**src/rtl/fft_buf_ring_pkg.sv**
```systemverilog
// rtl/fft_buf_ring_pkg.sv - shared buffer/engine state types and ring size limits
package fft_buf_ring_pkg;

    // Legal ring sizes and the smallest frame the address logic supports
    localparam int NUM_BUF_MIN    = 2;
    localparam int NUM_BUF_MAX    = 8;
    localparam int FFT_LENGTH_MIN = 4;

    // Lifecycle of one frame buffer: filled by the stream, transformed, drained by DMA
    typedef enum logic [2:0] {
        FREE   = 3'd0,
        FILL   = 3'd1,
        FULL   = 3'd2,
        BUSY   = 3'd3,
        RESULT = 3'd4
    } buf_state_t;

    // FFT engine ownership: idle, or running on buffer[fft_ptr]
    typedef enum logic {
        ENG_IDLE = 1'b0,
        ENG_RUN  = 1'b1
    } eng_state_t;

endpackage

```
**src/rtl/fft_buf_ring_fill_cnt.sv**
```systemverilog
// rtl/fft_buf_ring_fill_cnt.sv - per-frame sample counter with bit-reversed write address
module fft_buf_ring_fill_cnt
    import fft_buf_ring_pkg::*;
#(
    parameter  int FFT_LENGTH = 1024,
    localparam int FFT_N      = $clog2(FFT_LENGTH)
) (
    input  logic             clk,
    input  logic             rst_n,
    input  logic             wr_en,
    output logic [FFT_N-1:0] addr,
    output logic             cnt_zero,
    output logic             frame_done
);

    logic [FFT_N-1:0] sample_cnt;

    assign cnt_zero   = (sample_cnt == '0);
    assign frame_done = wr_en && (sample_cnt == FFT_N'(FFT_LENGTH - 1));

    // Count accepted samples; the last sample of a frame wraps back to zero
    always_ff @(posedge clk) begin
        if (!rst_n) begin
            sample_cnt <= '0;
        end else if (wr_en) begin
            if (frame_done) begin
                sample_cnt <= '0;
            end else begin
                sample_cnt <= sample_cnt + FFT_N'(1);
            end
        end
    end

    // Mirror the counter bits so samples land in bit-reversed order for the in-place FFT
    always_comb begin
        addr = '0;
        for (int i = 0; i < FFT_N; i++) begin
            addr[i] = sample_cnt[FFT_N-1-i];
        end
    end

endmodule

```
**src/rtl/fft_buf_ring_ctrl.sv**
```systemverilog
// rtl/fft_buf_ring_ctrl.sv - frame-buffer ring controller (stream fill -> FFT -> DMA); optional FFT_BUF_RING_OVERWRITE_EN
module fft_buf_ring_ctrl
    import fft_buf_ring_pkg::*;
#(
    parameter  int NUM_BUF    = 3,
    parameter  int FFT_LENGTH = 1024,
    localparam int FFT_N      = $clog2(FFT_LENGTH),
    localparam int BUF_IDX_W  = (NUM_BUF > 2) ? $clog2(NUM_BUF) : 1,
    localparam int CNT_W      = $clog2(NUM_BUF + 1)
) (
    input  logic                 clk,
    input  logic                 rst_n,
    input  logic                 sact_istream,
    output logic                 istream_wen,
    output logic [FFT_N-1:0]     istream_addr,
    output logic [BUF_IDX_W-1:0] istream_buf,
    output logic                 fft_start,
    output logic [BUF_IDX_W-1:0] fft_buf,
    input  logic                 fft_done,
    output logic                 dma_ready,
    output logic [BUF_IDX_W-1:0] dma_buf,
    input  logic                 dma_release,
    input  logic                 clr_overrun,
    output logic                 overrun,
    output logic [CNT_W-1:0]     free_count
);

    buf_state_t           buf_state     [NUM_BUF];
    buf_state_t           buf_state_nxt [NUM_BUF];
    eng_state_t           eng_state;
    logic [BUF_IDX_W-1:0] wr_ptr;
    logic [BUF_IDX_W-1:0] fft_ptr;
    logic [BUF_IDX_W-1:0] dma_ptr;
    logic [CNT_W-1:0]     free_nxt;

    logic                 wr_open;
    logic                 reclaim;
    logic                 cnt_zero;
    logic                 frame_done;
    logic                 fft_finish;
    logic                 dma_free;
    logic                 overrun_evt;

    function automatic logic [BUF_IDX_W-1:0] ptr_inc(input logic [BUF_IDX_W-1:0] p);
        if (p == BUF_IDX_W'(NUM_BUF - 1)) begin
            return '0;
        end
        return p + BUF_IDX_W'(1);
    endfunction

    fft_buf_ring_fill_cnt #(
        .FFT_LENGTH (FFT_LENGTH)
    ) u_fill_cnt (
        .clk        (clk),
        .rst_n      (rst_n),
        .wr_en      (istream_wen),
        .addr       (istream_addr),
        .cnt_zero   (cnt_zero),
        .frame_done (frame_done)
    );

    // The write buffer accepts samples only while it is free or part-way through a frame
    assign wr_open = (buf_state[wr_ptr] == FREE) || (buf_state[wr_ptr] == FILL);

`ifdef FFT_BUF_RING_OVERWRITE_EN
    // A full ring whose oldest entry is an undrained result gives that buffer to the new frame
    assign reclaim = rst_n && sact_istream && cnt_zero
                     && (wr_ptr == dma_ptr) && (buf_state[wr_ptr] == RESULT);
`else
    logic unused_cnt_zero;
    assign unused_cnt_zero = cnt_zero;
    assign reclaim         = 1'b0;
`endif

    assign istream_wen = rst_n && sact_istream && (wr_open || reclaim);
    assign istream_buf = wr_ptr;
    assign overrun_evt = (rst_n && sact_istream && !istream_wen) || reclaim;

    assign fft_start  = (eng_state == ENG_IDLE) && (buf_state[fft_ptr] == FULL);
    assign fft_buf    = fft_ptr;
    assign fft_finish = (eng_state == ENG_RUN) && fft_done;

    assign dma_ready = (buf_state[dma_ptr] == RESULT);
    assign dma_buf   = dma_ptr;
    assign dma_free  = dma_release && dma_ready;

    // Apply this cycle's fill, engine and DMA transitions; each targets a different buffer
    always_comb begin
        buf_state_nxt = buf_state;
        if (dma_free) begin
            buf_state_nxt[dma_ptr] = FREE;
        end
        if (fft_start) begin
            buf_state_nxt[fft_ptr] = BUSY;
        end
        if (fft_finish) begin
            buf_state_nxt[fft_ptr] = RESULT;
        end
        if (istream_wen) begin
            buf_state_nxt[wr_ptr] = frame_done ? FULL : FILL;
        end
        free_nxt = '0;
        for (int i = 0; i < NUM_BUF; i++) begin
            if (buf_state_nxt[i] == FREE) begin
                free_nxt = free_nxt + CNT_W'(1);
            end
        end
    end

    // Register buffer states together with the matching free-buffer count
    always_ff @(posedge clk) begin
        if (!rst_n) begin
            for (int i = 0; i < NUM_BUF; i++) begin
                buf_state[i] <= FREE;
            end
            free_count <= CNT_W'(NUM_BUF);
        end else begin
            buf_state  <= buf_state_nxt;
            free_count <= free_nxt;
        end
    end

    // Advance each ring pointer as its stage hands a buffer on, keeping strict arrival order
    always_ff @(posedge clk) begin
        if (!rst_n) begin
            wr_ptr  <= '0;
            fft_ptr <= '0;
            dma_ptr <= '0;
        end else begin
            if (frame_done) begin
                wr_ptr <= ptr_inc(wr_ptr);
            end
            if (fft_finish) begin
                fft_ptr <= ptr_inc(fft_ptr);
            end
            if (dma_free || reclaim) begin
                dma_ptr <= ptr_inc(dma_ptr);
            end
        end
    end

    // Engine ownership: a start claims it, a completion pulse hands it back
    always_ff @(posedge clk) begin
        if (!rst_n) begin
            eng_state <= ENG_IDLE;
        end else begin
            case (eng_state)
                ENG_IDLE: if (fft_start) eng_state <= ENG_RUN;
                ENG_RUN:  if (fft_done)  eng_state <= ENG_IDLE;
                default:  eng_state <= ENG_IDLE;
            endcase
        end
    end

    // Sticky drop flag; a new drop in the clearing cycle keeps it set
    always_ff @(posedge clk) begin
        if (!rst_n) begin
            overrun <= 1'b0;
        end else if (overrun_evt) begin
            overrun <= 1'b1;
        end else if (clr_overrun) begin
            overrun <= 1'b0;
        end
    end

endmodule

```
**config.mk**
```make
export PLATFORM = sky130hd
export DESIGN_NAME = fft_buf_ring_ctrl
export DESIGN_NICKNAME = d
export VERILOG_FILES = /design/src/rtl/fft_buf_ring_pkg.sv /design/src/rtl/fft_buf_ring_fill_cnt.sv /design/src/rtl/fft_buf_ring_ctrl.sv
export SDC_FILE = /design/constraint.sdc
export NUM_CORES = 1
export LEC_CHECK = 0
export CAP_MARGIN = 0
export CORE_MARGIN = 3
export CORE_UTILIZATION = 35
export CTS_CLUSTER_DIAMETER = 50
export DETAILED_ROUTE_END_ITERATION = 8
export GPL_TIMING_DRIVEN = 0
export PLACE_DENSITY = 0.63
export REMOVE_ABC_BUFFERS = 1
export SETUP_SLACK_MARGIN = 0.02
export SKIP_LAST_GASP = 1
export SLEW_MARGIN = 20
export SYNTH_ARGS = -nofsm -noshare
export SYNTH_HDL_FRONTEND = slang
export SYNTH_SLANG_ARGS = --single-unit
```
**constraint.sdc**
```tcl
create_clock -name clk -period 2.4 [get_ports clk]
set_input_delay 0.48 -clock clk [delete_from_list [all_inputs] [get_ports clk]]
set_output_delay 0.48 -clock clk [all_outputs]
set_load 0.005 [all_outputs]
```
# ---- After elaboration in Yosys (flattened, before gate mapping)
# Index checks and enable logic that the tools add are counted.
dict set report classes {
  n_addsub 6
  n_lt_le_gt_ge 6
  n_eq_ne 7
  mux 45
  bitwise 12
  reduce_logical 17
}
# op count
set op_table {}
lappend op_table {{two-way mux 9 bit} 4}
lappend op_table {{two-way mux 3 bit} 9}
lappend op_table {{binary-select mux 3 bit (select 2 bit)} 3}
lappend op_table {{demux 3 bit (select 2 bit)} 3}
lappend op_table {{two-way mux 2 bit} 9}
lappend op_table {{two-way mux 1 bit} 14}
lappend op_table {{logical NOT 3 bit} 4}
lappend op_table {{adder 10 x 1 -> 10 bit, second input constant} 1}
lappend op_table {{adder 2 x 1 -> 2 bit, second input constant} 5}
lappend op_table {{== test 10 bit, second input constant} 1}
lappend op_table {{logical AND 1 bit} 10}
lappend op_table {{two-way mux 10 bit} 1}
lappend op_table {{bitwise AND 9 bit} 1}
lappend op_table {{bitwise mux 9 bit} 1}
lappend op_table {{>= comparator 3 bit, second input constant} 3}
lappend op_table {{< comparator 3 x 1 -> 1 bit, second input constant} 3}
lappend op_table {{inverter 2 -> 3 bit} 3}
lappend op_table {{inverter 9 bit} 1}
lappend op_table {{bitwise AND 6 bit} 1}
lappend op_table {{== test 2 bit, second input constant} 3}
lappend op_table {{inverter 6 bit} 1}
lappend op_table {{bitwise OR 6 bit} 1}
lappend op_table {{bitwise AND 3 bit} 1}
lappend op_table {{== test 3 x 1 -> 1 bit, second input constant} 1}
lappend op_table {{9 further kinds} 9}
dict set report word_totals {
  reg_bits 29
  out_inout_bits 22
  wordCells 103
}

# ---- Logic depth before layout (Yosys ltp)
dict set report depth {
  word_depth 20
  depth_mapped 9
  ltp_nobuf 9
}

# ---- By module
# From an unflattened synthesis, not the netlist that was laid out.
dict set report hier_totals {
  hier_cells 186
  area_unflattened_um2 1561.5
}
# module instances cells_per_inst area_each_um2
set by_module_without_submodules {}
lappend by_module_without_submodules {fft_buf_ring_ctrl 1 126 1057.3}
lappend by_module_without_submodules {fft_buf_ring_fill_cnt 1 60 504.2}

# ---- Worst setup path after synthesis
# OpenSTA, ideal clock, no wires.
dict set report synth_timing {
  path_kind {in2reg}
  start {in fft_done}
  end {reg free_count[0]}
  setup_time_ns 0.126
  arrival_ns 1.920
  t_required_ns 2.274
  setup_slack_ns 0.354
  stages 8
  cell_sequence {nand2_1 > or3_1 > nand2_1 > nand2_1 > or3_1 > ha_1 > xor2_1 > nand2_1}
}
dict set report synth_via {
  elab_chain_len 10
  elab_cells_between_ends 12
  cone_classes {add/sub: 2; mux: 6; reduce/logical: 4}
}
# item line_no
set synth_rtl {}
lappend synth_rtl {{from (decl)} fft_buf_ring_ctrl.sv:19} ;# input logic fft_done,
lappend synth_rtl {{logical AND 1 bit *} fft_buf_ring_ctrl.sv:81} ;# assign fft_finish = (eng_state == ENG_RUN) && fft_done;
lappend synth_rtl {{two-way mux 9 bit *} fft_buf_ring_ctrl.sv:96} ;# if (fft_finish) begin
lappend synth_rtl {{bitwise mux 9 bit} fft_buf_ring_ctrl.sv:100} ;# buf_state_nxt[wr_ptr] = frame_done ? FULL : FILL;
lappend synth_rtl {{two-way mux 9 bit *} fft_buf_ring_ctrl.sv:99} ;# if (istream_wen) begin
lappend synth_rtl {{logical NOT 3 bit} fft_buf_ring_ctrl.sv:104} ;# if (buf_state_nxt[i] == FREE) begin
lappend synth_rtl {{two-way mux 1 bit} fft_buf_ring_ctrl.sv:104}
lappend synth_rtl {{adder 2 x 1 -> 2 bit} fft_buf_ring_ctrl.sv:105} ;# free_nxt = free_nxt + CNT_W'(1);
lappend synth_rtl {{two-way mux 2 bit} fft_buf_ring_ctrl.sv:104}
lappend synth_rtl {{adder 2 x 1 -> 2 bit} fft_buf_ring_ctrl.sv:105}
lappend synth_rtl {{two-way mux 2 bit *} fft_buf_ring_ctrl.sv:104}
lappend synth_rtl {{to (signal assigned)} fft_buf_ring_ctrl.sv:116} ;# free_count <= CNT_W'(NUM_BUF);
lappend synth_rtl {{to (signal assigned)} fft_buf_ring_ctrl.sv:119} ;# free_count <= free_nxt;
lappend synth_rtl {{to (decl)} fft_buf_ring_ctrl.sv:25} ;# output logic [CNT_W-1:0] free_count
# Mark *: on every way between the ends. The rest lies on a longest branch, timed or not.
# A chain may end at the register's enable or synchronous reset.

# ---- Worst setup path after layout
# Ends and elaborated chain as after synthesis.

==> key figures <==
Route
  • DRT antenna net count: 0
  • Wire per inst: 13.2 µm
  • DR DRC count: 0
  • Number of DRC markers in iteration 0: 82
  • Post-DR vias/cell: 5.16
  • First-pass DRT Iterations: 4
  • Via Count: 1392
  • Drt total wl: 3.57 mm

GRT
  • Initial antenna violation count: 0
  • Total GRT Usage: 0.147
  • Largest net degree at the start of global routing: 25
  • Grt total ovfl: 0
  • Vias in the first global route: 1250
  • First-pass GRT wire length: 5.84 mm

CTS
  • Num Clock Sinks: 29
  • Htree depth: 2
  • Clock Latency Late Sink: 0.28 ns
  • Clk buf depth: 2
  • TritonCTS Buffers: 5
  • CTS tree: yes
  • Clock transition at path regs: 0.06 ns
  • Root Buffer Master: clkbuf_8
  • Cts-stage hold buffer count: 0

Synth
  • Seq/Total Area, Yosys: 0.390
  • Synth unique cells: 43
  • Post-Synthesis Cells: 186
  • Syn Std Cell Area: 0.00149 mm²
  • YS warnings: 0
  • Seq cells post-synth: 29
  • Syn avg cell area: 8.00 µm²

STA
  • Final worst slack: 0.0595 ns
  • Final setup viols: 0
  • Slew margin rel.: 0.682
  • Slew @ Worst Pin: 0.474 ns
  • Fin crit period: 2.34 ns
  • Fin. Hold Viols: 0
  • Clock skew: 0.00454 ns
  • Final Max Slew Viols: 0
  • RSZ-0062 raised after global routing: yes
  • Peak Freq: 427 MHz
  • Fin crit share: 0.975

Power and ir drop
  • Lkg Pwr: 0.698 nW
  • Final Power: 0.992 mW
  • Maximum VDD drop: 0.000318 V
  • Pwr dens: 504 mW/mm²

Placed design
  • Pre-CTS WS: -0.841 ns
  • Inst Count DP: 260
  • Post-DP HPWL: 2.57 mm
  • Dpl cell area: 0.00181 mm²
  • RD Place Congestion: 0.790
  • IO Port Bufs: 27

Floorplanning
  • Die height: 71.2 µm
  • Initial Utilization: 0.367
  • Die X-Extent: 71.2 µm
  • Core area: 0.00406 mm²
  • Row count: 23
  • I/O pins: 28
  • Full die area: 0.00507 mm²

Worst setup path
  • CP Launch Type: input pin
  • CP Class: in2reg
  • CP Launch Point: fft_done
  • CP top delay family: simple AND/OR/NAND/NOR gates
  • CP Capture Type: register
  • CP peak stage delay: 0.50 ns
  • Cell mode on critical path: nand2_1
  • Critical-path cell list: clkdlybuf4s50_1 -> nand2_2 -> or3_4 -> nand2_1 -> nand2_1 -> or3_1 -> ha_1 -> xor2_1 -> nand2_1
  • CP max FO: 5
  • Slowest library cell on the worst path: clkdlybuf4s50_1
  • Worst Path Buf+Inv: 1
  • Crit path required time: 2.56 ns
  • Worst reg2reg startpoint: u_fill_cnt.sample_cnt[0]
  • Arrival @ worst endpoint: 2.50 ns

Cells and area
  • Final nets: 228
  • Share of cells above drive strength 1: 0.127
  • Final Cell Area: 0.00197 mm²
  • Area delta synth->final: 32.2%
  • Antenna diodes: 0
  • Non-Filler Instances: 270
  • Fillers: 392

Flow run
  • Max Cap Viol: 0

Hold path
  • Worst min path class: reg2reg
  • Hold wc startpoint: u_fill_cnt.sample_cnt[6]

Status
  • Status: complete, no violations
==> cell usage in the layout, fill, tap and decap left out, types with 2 or more instances in the layout <==
cell / synthesis / routed
nand2_1: 30 / 29
o21ai_1: 2 / 2
nand4_1: 7 / 7
nor2b_1: 3 / 2
ha_1: 3 / 3
xor2_1: 2 / 2
and2_1: 5 / 5
clkdlybuf4s50_1: 0 / 24
or2_1: 3 / 2
a21oi_1: 7 / 7
buf_4: 0 / 2
nand3_1: 7 / 7
or3_1: 7 / 6
and3_1: 3 / 3
a21boi_0: 5 / 5
o22ai_1: 4 / 4
nor3b_1: 2 / 2
nor2_1: 11 / 10
o21ai_0: 9 / 9
dfxtp_2: 0 / 2
nor3_1: 7 / 7
dfxtp_1: 29 / 27
a31oi_1: 2 / 2
nand2b_1: 4 / 4
dlygate4sd2_1: 0 / 2
nand2_2: 1 / 2
clkbuf_8: 0 / 7
o31ai_1: 2 / 2
inv_1: 8 / 8
xnor2_1: 3 / 3
==> layer usage <==
layer	GRT usage	wire length [µm]	part of all wire	up-vias
met5	0	0	0	-
met2	0.218	1630	0.46	25
li1	-	-	-	727
met1	0.205	1750	0.49	635
met4	0.0501	41	0.011	0
met3	0.0407	145	0.041	5
==> layout make-up <==
type	instances	area, µm²	area share
multi-input combinational	146	911	0.463
timing repair buffer	29	280	0.142
tap	50	62.6	0.0318
clock inverter	1	5.00	0.00254
sequential	29	583	0.296
inverter	8	30.0	0.0153
clock buffer	7	96.3	0.0490
==> worst paths after layout <==
check / end / cells past startpoint / slack (ns)
worst min register to register: u_fill_cnt.sample_cnt[6] / 1 / 0.50
worst max register to register: free_count[0] / 9 / 0.22
worst min-delay path: u_fill_cnt.sample_cnt[6] / 1 / 0.50
worst max-delay path: free_count[0] / 9 / 0.06
==> stage by stage <==
| step | util | hold WS (ns) | setup TNS [ns] |
|---|---|---|---|
| floorplan | - | 0.476 | 0 |
| global placement | 0.446 | 0.483 | -3.73 |
| detailed placement | 0.446 | 0.487 | -3.89 |
| CTS | 0.474 | 0.500 | 0 |
| global route | 0.485 | 0.535 | 0 |
| finish | 0.485 | 0.498 | 0 |
==> Yosys cell counts (all sizes together) <==
master / number / area share
o31ai: 2 / 0.010
nand2: 31 / 0.080
or2: 5 / 0.021
o211ai: 1 / 0.0050
xnor2: 3 / 0.018
nand4: 7 / 0.029
dfxtp: 29 / 0.39
and3: 3 / 0.013
nor4bb: 1 / 0.0067
o22a: 1 / 0.012
nor3: 7 / 0.024
nand2b: 4 / 0.017
nand3: 7 / 0.024
or3b: 1 / 0.0059
a31oi: 2 / 0.0084
o22ai: 4 / 0.017
nor3b: 2 / 0.010
xor2: 2 / 0.012
o21ai: 12 / 0.043
a21oi: 8 / 0.029
nand3b: 1 / 0.0050
buf: 1 / 0.0034
nor4: 1 / 0.0042
nor4b: 2 / 0.012
o311ai: 1 / 0.0059
nor2: 11 / 0.028
mux2i: 1 / 0.0067
nor2b: 3 / 0.013
clkbuf: 2 / 0.0050
and2: 6 / 0.027
o21a: 1 / 0.010
or4: 1 / 0.0076
or3: 7 / 0.029
ha: 3 / 0.025
a21boi: 5 / 0.025
inv: 8 / 0.020
==> what timing repair did <==
action / 4_1_cts / 5_1_grt
pin swaps: 1 / 1
endpoints found under the setup margin: 6 / 3
gates resized for setup: 10 / 9
setup buffers: 1 / 1
==> power by group <==
group | switching, mW | leakage (nW) | internal, mW
sequential | 0.00632 | 0.235 | 0.488
clock | 0.180 | 0.0542 | 0.259
combinational | 0.0276 | 0.408 | 0.0315
==> sequential cells by signal (all words and copies together) (netlist names) <==
register               cells
istream_buf                2
dma_buf                    2
free_count                 2
eng_state                  1
overrun                    1
u_fill_cnt.sample_cnt     10
fft_buf                    2
buf_state                  9
==> cell families (layout without fill, tap and decap cells) <==
| family | Yosys count | in the layout | synth area share |
|---|---|---|---|
| multiplexers | 1 | 1 | 0.00672 |
| buffers and inverters | 11 | 45 | 0.0286 |
| adder cells (fa/ha/maj) | 3 | 3 | 0.0252 |
| AO/OA/AOI/OAI | 37 | 37 | 0.166 |
| AND/OR/NAND/NOR | 100 | 100 | 0.355 |
| XOR/XNOR | 5 | 5 | 0.0294 |
| flip-flops | 29 | 29 | 0.390 |
Power figures use the tool's default switching activity.
